**config.mk**
```make
export PLATFORM = sky130hd
export DESIGN_NAME = execution_sequencer
export DESIGN_NICKNAME = d
export VERILOG_FILES = /design/src/rtl/execution_sequencer.sv
export SDC_FILE = /design/constraint.sdc
export NUM_CORES = 1
export LEC_CHECK = 0
export CAP_MARGIN = 5
export CELL_PAD_IN_SITES_DETAIL_PLACEMENT = 1
export CELL_PAD_IN_SITES_GLOBAL_PLACEMENT = 1
export CORE_MARGIN = 4
export CORE_UTILIZATION = 37
export CTS_BUF_LIST = sky130_fd_sc_hd__clkbuf_2
export DETAILED_ROUTE_END_ITERATION = 16
export PLACE_DENSITY = 0.8
export SLEW_MARGIN = 15
export SYNTH_ARGS = -nofsm -noshare
export SYNTH_HDL_FRONTEND = slang
export SYNTH_SLANG_ARGS = --single-unit
```
**constraint.sdc**
```tcl
create_clock -name clock -period 1.83 [get_ports clock]
set_input_delay 0.183 -clock clock [delete_from_list [all_inputs] [get_ports clock]]
set_output_delay 0.183 -clock clock [all_outputs]
set_load 0.02 [all_outputs]
```
**src/rtl/execution_sequencer.sv**
```systemverilog
// execution_sequencer
// -------------------
// Sequences the single-cycle processor datapath. Each executed instruction
// produces exactly one commit strobe (exec_enable). That strobe gates PC
// update and register, memory and output writes. Supports free-run and
// single-step modes. IN instructions stall until the operator confirms the
// switch value. HALT parks the core until reset. Clocked from the divided
// system clock.
//
// Optional build macro: EXECUTION_SEQUENCER_BREAKPOINT_EN
//   When defined, adds a PC breakpoint. While the breakpoint matches, free run
//   drops to single-step behaviour, and break_hit reports the stop.
//
// Ports:
//   clock          in   divided system clock, rising edge
//   reset          in   asynchronous, active-low
//   run_mode       in   1 = free run, 0 = single-step
//   step_button    in   raw step button level (asynchronous)
//   input_confirm  in   raw confirm button level (asynchronous)
//   halt_decoded   in   current instruction is HALT
//   input_request  in   current instruction is IN
//   exec_enable    out  commit strobe for the current instruction
//   input_ready    out  one-cycle pulse: latch the switch value now
//   halted         out  registered, 1 while parked in HALT
//   state          out  FSM state (debug): 00 START, 01 RUN, 10 WAIT_INPUT, 11 HALT
//   retired_count  out  count of committed instructions (wraps)
//   pc, breakpoint_pc, breakpoint_valid, break_hit  (breakpoint build only)
//
// Commit protocol: exec_enable is a single-cycle strobe. The datapath samples
// it at the next rising edge and updates state only then. There is no
// back-pressure, and the strobe is never held for more than one instruction
// without a new go condition.

module execution_sequencer #(
    parameter int COUNT_WIDTH = 32
) (
    input  logic                   clock,
    input  logic                   reset,
    input  logic                   run_mode,
    input  logic                   step_button,
    input  logic                   input_confirm,
    input  logic                   halt_decoded,
    input  logic                   input_request,
    output logic                   exec_enable,
    output logic                   input_ready,
    output logic                   halted,
    output logic [1:0]             state,
`ifdef EXECUTION_SEQUENCER_BREAKPOINT_EN
    input  logic [31:0]            pc,
    input  logic [31:0]            breakpoint_pc,
    input  logic                   breakpoint_valid,
    output logic                   break_hit,
`endif
    output logic [COUNT_WIDTH-1:0] retired_count
);

    typedef enum logic [1:0] {
        START      = 2'b00,
        RUN        = 2'b01,
        WAIT_INPUT = 2'b10,
        HALT       = 2'b11
    } seq_state_t;

    seq_state_t state_q;
    seq_state_t state_d;

    // Two-flop synchronisers plus a history flop per button
    logic step_s1;
    logic step_s2;
    logic step_prev;
    logic confirm_s1;
    logic confirm_s2;
    logic confirm_prev;

    logic step_edge;
    logic confirm_edge;
    logic free_run;
    logic go;

    always_ff @(posedge clock or negedge reset) begin
        if (!reset) begin
            step_s1      <= 1'b0;
            step_s2      <= 1'b0;
            step_prev    <= 1'b0;
            confirm_s1   <= 1'b0;
            confirm_s2   <= 1'b0;
            confirm_prev <= 1'b0;
        end else begin
            step_s1      <= step_button;
            step_s2      <= step_s1;
            step_prev    <= step_s2;
            confirm_s1   <= input_confirm;
            confirm_s2   <= confirm_s1;
            confirm_prev <= confirm_s2;
        end
    end

    // Rising-edge detect. A held button yields one pulse, and an edge is only
    // consumed in the state that cares about it, so edges are never queued.
    assign step_edge    = step_s2 & ~step_prev;
    assign confirm_edge = confirm_s2 & ~confirm_prev;

`ifdef EXECUTION_SEQUENCER_BREAKPOINT_EN
    logic bp_match;

    // A breakpoint only matters while free running. On a match, the core
    // behaves as in step mode until a step edge commits the instruction.
    assign bp_match = (state_q == RUN) & run_mode & breakpoint_valid &
                      (pc == breakpoint_pc);
    assign free_run = run_mode & ~bp_match;

    // The hit flag clears on the committing step edge or on entry to HALT.
    always_ff @(posedge clock or negedge reset) begin
        if (!reset) begin
            break_hit <= 1'b0;
        end else begin
            break_hit <= bp_match & ~step_edge & ~halt_decoded;
        end
    end
`else
    assign free_run = run_mode;
`endif

    assign go = free_run | step_edge;

    always_ff @(posedge clock or negedge reset) begin
        if (!reset) begin
            state_q <= START;
        end else begin
            state_q <= state_d;
        end
    end

    always_comb begin
        state_d     = state_q;
        exec_enable = 1'b0;
        input_ready = 1'b0;
        case (state_q)
            // Spend one cycle here so the first fetch sees a settled PC
            START: begin
                state_d = RUN;
            end
            RUN: begin
                // HALT wins over IN (illegal combination) and needs no go
                if (halt_decoded) begin
                    state_d = HALT;
                end else if (input_request && go) begin
                    state_d = WAIT_INPUT;
                end else if (go) begin
                    exec_enable = 1'b1;
                end
            end
            WAIT_INPUT: begin
                // step_edge is deliberately ignored here
                if (confirm_edge) begin
                    exec_enable = 1'b1;
                    input_ready = 1'b1;
                    state_d     = RUN;
                end
            end
            HALT: begin
                state_d = HALT;
            end
            default: begin
                state_d = START;
            end
        endcase
    end

    always_ff @(posedge clock or negedge reset) begin
        if (!reset) begin
            halted <= 1'b0;
        end else begin
            halted <= (state_d == HALT);
        end
    end

    always_ff @(posedge clock or negedge reset) begin
        if (!reset) begin
            retired_count <= '0;
        end else if (exec_enable) begin
            retired_count <= retired_count + COUNT_WIDTH'(1);
        end
    end

    assign state = state_q;

endmodule
```
; ---- Yosys cells after proc, flatten, opt, wreduce, memory -nomap -nowiden
; Cells that the tools add are included.
[op_classes]
addsub = 1
eq_ne = 4
muxes = 10
n_bitwise = 5
n_reduce_logical = 2
[ops]
columns = cell, count
row1 = "32-bit by 1-bit adder with 32-bit output, second input constant", 1
row2 = 2-bit one-hot mux with 4 select lines, 1
row3 = "2-bit == test, second input constant", 3
row4 = 2-bit two-way mux, 3
row5 = 1-bit two-way mux, 5
row6 = 1-bit AND, 2
row7 = "2-bit by 1-bit == test with 1-bit output, second input constant", 1
row8 = 2-bit logical NOT, 1
row9 = 1-bit inverter, 2
row10 = 1-bit one-hot mux with 2 select lines, 1
row11 = 1-bit logical AND, 1
row12 = 1-bit OR, 1
[word_totals]
ff_bits = 41
input_bits = 7
output_inout_bits = 37
word_cells = 31

; ---- Logic depth before layout (Yosys ltp)
[logic_depth]
depth_word = 8
ltp_mapped = 8
mapped_depth_nobuf = 8

; ---- Least setup slack after synthesis
; Ideal clock, no wire load.
[synth_timing]
kind = register to register
start = register state_q[0] (netlist: state[0])
end = register retired_count[27]
setup_time_ps = 129
t_arrival_ps = 1908
t_required_ps = 1701
setup_slack_ps = -207
stages_incl_launch_ff = 9
n_path_buf = 0
period_less_slack_ps = 2037
cell_sequence = dfrtp_1 > inv_1 > ha_1 > nand2_2 > inv_1 > nand2_1 > a2111oi_4 > nand4_1 > xnor2_1
[synth_between]
elab_chain_cells = 2
elab_cells_between_ends = 3
classes_between = 2 x eq/ne / 1 x mux
[synth_lines]
columns = element, line_no
row1 = start: declaration, 64  ; seq_state_t state_q;
row2 = start signal: assignment, 130  ; state_q <= state_d;
row3 = 2-bit == test or 2-bit by 1-bit == test with 1-bit output (tied branches), 138  ; case (state_q)
row4 = 1-bit one-hot mux with 2 select lines (*), 138
row5 = end signal: assignment, 182  ; retired_count <= retired_count + COUNT_WIDTH'(1);
row6 = end: declaration, 54  ; output logic [COUNT_WIDTH-1:0] retired_count
; Mark *: on every way between the ends. The rest lies on a longest branch, timed or not.
; A chain may end at the register's enable or synchronous reset.

; ---- Worst setup path in the final report
[layout_timing]
start = register state_q[1] (netlist: state[1])
end = register retired_count[29]
; Same word-level chain as after synthesis.

==> out/qor.yml <==
status:
  status: "finished with violations"
  violations: "negative setup slack"
synthesis:
  ys_seq_area_frac: 0.533
  synth_edf_count: 0
  synthFlopType: "dfrtp_1"
  syn_area_per_cell_um2: 12.0
  syn_inst: 161
  syn_nets: 173
  synthTopCellsByArea: "dfrtp_1, xnor2_1, xor2_1"
  synth-async-reset-ratio: 1.00
  yosysTopAreaCellShare: 0.533
  yosys_warnings: 0
  ys_types: 33
  netlist_area_mm2: 0.00193
  yosysTopAreaCell: "dfrtp_1"
  ys_ff_latch: 41
detailed_routing:
  wl_per_cell_um: 16.1
  first_pass_iters: 4
  drtIter0Drc: 30
  drcViolationCount: 0
  drtAntennaViolNets: 0
  via_per_inst: 4.96
  routed_wl_um: 5110
  vias: 1577
sta:
  slew_headroom: 0.680
  worstMarginPinSlew_ps: 480
  fmax_mhz: 531
  setup_viol: 6
  hold_violations: 0
  rsz0062_at_grt: "true"
  min_period_ps: 1880
  layout_setup_ws_ps: -53.0
  final_max_slew_viol_count: 0
  clock_skew_ps: 8.34
  fin_crit_sh: 1.03
place:
  post-place-ws_ps: -177
  portBuffers: 43
  dp.cells: 302
  dpl.hpwl_um: 3730
  gp_congestion: 0.761
cts:
  path_clk_slew_ps: 200
  cts_tree: "yes"
  clk_latency_ps: 400
  cts_root_buf: "clkbuf_2"
  cts_buffer_depth: 2
  cts_htree_levels: 2
  cts_buffers: 5
  cts.sinks: 41
cells_and_area:
  mostFrequentLayoutCells: "dfrtp_1, clkdlybuf4s50_1, buf_4"
  fill_cells: 523
  area_growth_pct: 51.7
  final_net_count: 262
  fin_cells: 318
  layout-drive-gt1-share: 0.315
  layout_commonest_cell: "dfrtp_1"
  antenna_cells: 0
hold_path:
  hold_path.class: "in2reg"
global_routing:
  grt-ovfl-total: 0
  antenna_found_initial: 0
  grt_pass1_wl_um: 8830
  grt_max_degree: 23
  grt_pass1_vias: 1802
  track_usage: 0.177
setup_path:
  crit_start: "state[1]"
  cp_top_family: "flip-flops"
  cpMostUsedCell: "buf_6"
  worstSetupPathType: "reg2reg"
  start_kind: "register"
  crit_required_ps: 2140
  crit_arrival_ps: 2190
  regToRegEndpoint: "retired_count[29]"
  critical_path_buf_inv_count: 3
  crit_cells: 8
  r2r_slack_ps: -50
  max_stage_delay_ps: 440
  crit_path_end_kind: "register"
  rr_worst_depth: 8
  crit_chain: "inv_4, ha_4, o2111ai_4, buf_6, a2111oi_4, buf_6, nand3_1, xnor2_1"
  crit_path_end: "retired_count[29]"
  r2r_start: "state[1]"
  cp_max_fo: 6
  cp_slowest_cell: "dfrtp_2"
floorplanning:
  floorplan.initialDensity: 0.395
  coreArea_mm2: 0.00488
  die_w_um: 80.1
  rows: 25
  die_h_um: 80.1
  die_area_mm2: 0.00642
  ioPinCount: 44
pwr:
  powerDensity_mw_per_mm2: 919
  p_leak_nw: 1.24
  ir_drop_uv: 718
flow_run:
  drv_cap: 0
[kinds of logic (layout without fill, tap and decap cells)]
| kind of cell | count (synthesis) | after routing | share of synthesized area |
|---|---|---|---|
| AND/OR/NAND/NOR | 59 | 59 | 0.187 |
| AO/OA/AOI/OAI | 15 | 15 | 0.0832 |
| buffers and inverters | 9 | 99 | 0.0175 |
| XOR/XNOR | 31 | 31 | 0.141 |
| adder cells (fa/ha/maj) | 5 | 5 | 0.0325 |
| flip-flops | 41 | 41 | 0.533 |
| multiplexers | 1 | 1 | 0.00585 |
[final cells by class]
class | instances | area, µm² | area share
clock buffer | 6 | 30.0 | 0.0103
sequential | 41 | 1030 | 0.352
timing repair buffer | 82 | 746 | 0.255
inverter | 9 | 41.3 | 0.0141
multi-input combinational | 111 | 957 | 0.328
tap | 67 | 83.8 | 0.0287
clock inverter | 2 | 33.8 | 0.0116
[layer usage]
metal	global-route usage	routed length, µm	up-vias
li1	-	-	734
met1	0.224	2190	802
met2	0.298	2660	34
met3	0.0426	192	7
met4	0.0507	60	0
met5	0	0	-
[per-stage QoR]
stage,setup TNS [ps],area [µm²],hold slack (ps),total power [mW],util
detailed placement,-2890,2730,174,2.06,0.559
CTS,-62.2,2850,201,2.65,0.584
floorplan,-7.12,1970,-113,1.62,-
global route,-1150,2920,173,2.85,0.598
finish,-137,2920,211,2.68,0.598
global placement,-1810,2730,165,2.02,0.559
[worst reg2reg max path: cells and delay by family (launching register included)]
kind / cells / cell delay [ps]
adder cells (fa/ha/maj): 1 / 300
XOR/XNOR: 1 / 140
buffers and inverters: 3 / 400
flip-flops: 1 / 440
AO/OA/AOI/OAI: 2 / 420
AND/OR/NAND/NOR: 1 / 110
[repair_timing]
action	in CTS	in global routing
hold buffers	1	0
pin swaps	4	5
setup buffers	2	5
endpoints found under the setup margin	23	25
endpoints found under the hold margin	19	0
resized for setup	19	9
[flip-flops by register name, summed over array words and instances (netlist names)]
register / cells
confirm_prev: 1
retired_count: 32
step_s2: 1
step_prev: 1
step_s1: 1
confirm_s2: 1
halted: 1
state: 2
confirm_s1: 1
[worst min path at each step]
stage                   from            to  depth (start not counted)
6_report       input_confirm    confirm_s1                          1
5_1_grt        input_confirm    confirm_s1                          1
4_1_cts        input_confirm    confirm_s1                          1
3_5_place_dp           reset        halted                          1
3_3_place_gp           reset        halted                          1
2_1_floorplan          reset  confirm_prev                          0
[synthesized netlist by cell type (2+ instances only)]
cell       count
inv_1          9
dfrtp_1       41
a2111oi_4      2
nor2_1         2
o21ai_0        2
xor2_1         9
a21oi_1        5
nand3_1       12
and3_2         3
and4_1         4
ha_1           5
xnor2_1       22
nor4_1         2
nand4_1        6
nand2_1       11
and2_1         5
and3_1         5
[power breakdown]
part           switching, mW  internal [mW]  total [mW]
Sequential            0.0784          0.999        1.08
Clock                  0.294          0.233       0.527
Combinational          0.544          0.534        1.08
Total                  0.917           1.77        2.68
Note: power is estimated with default switching activity, not from simulation.
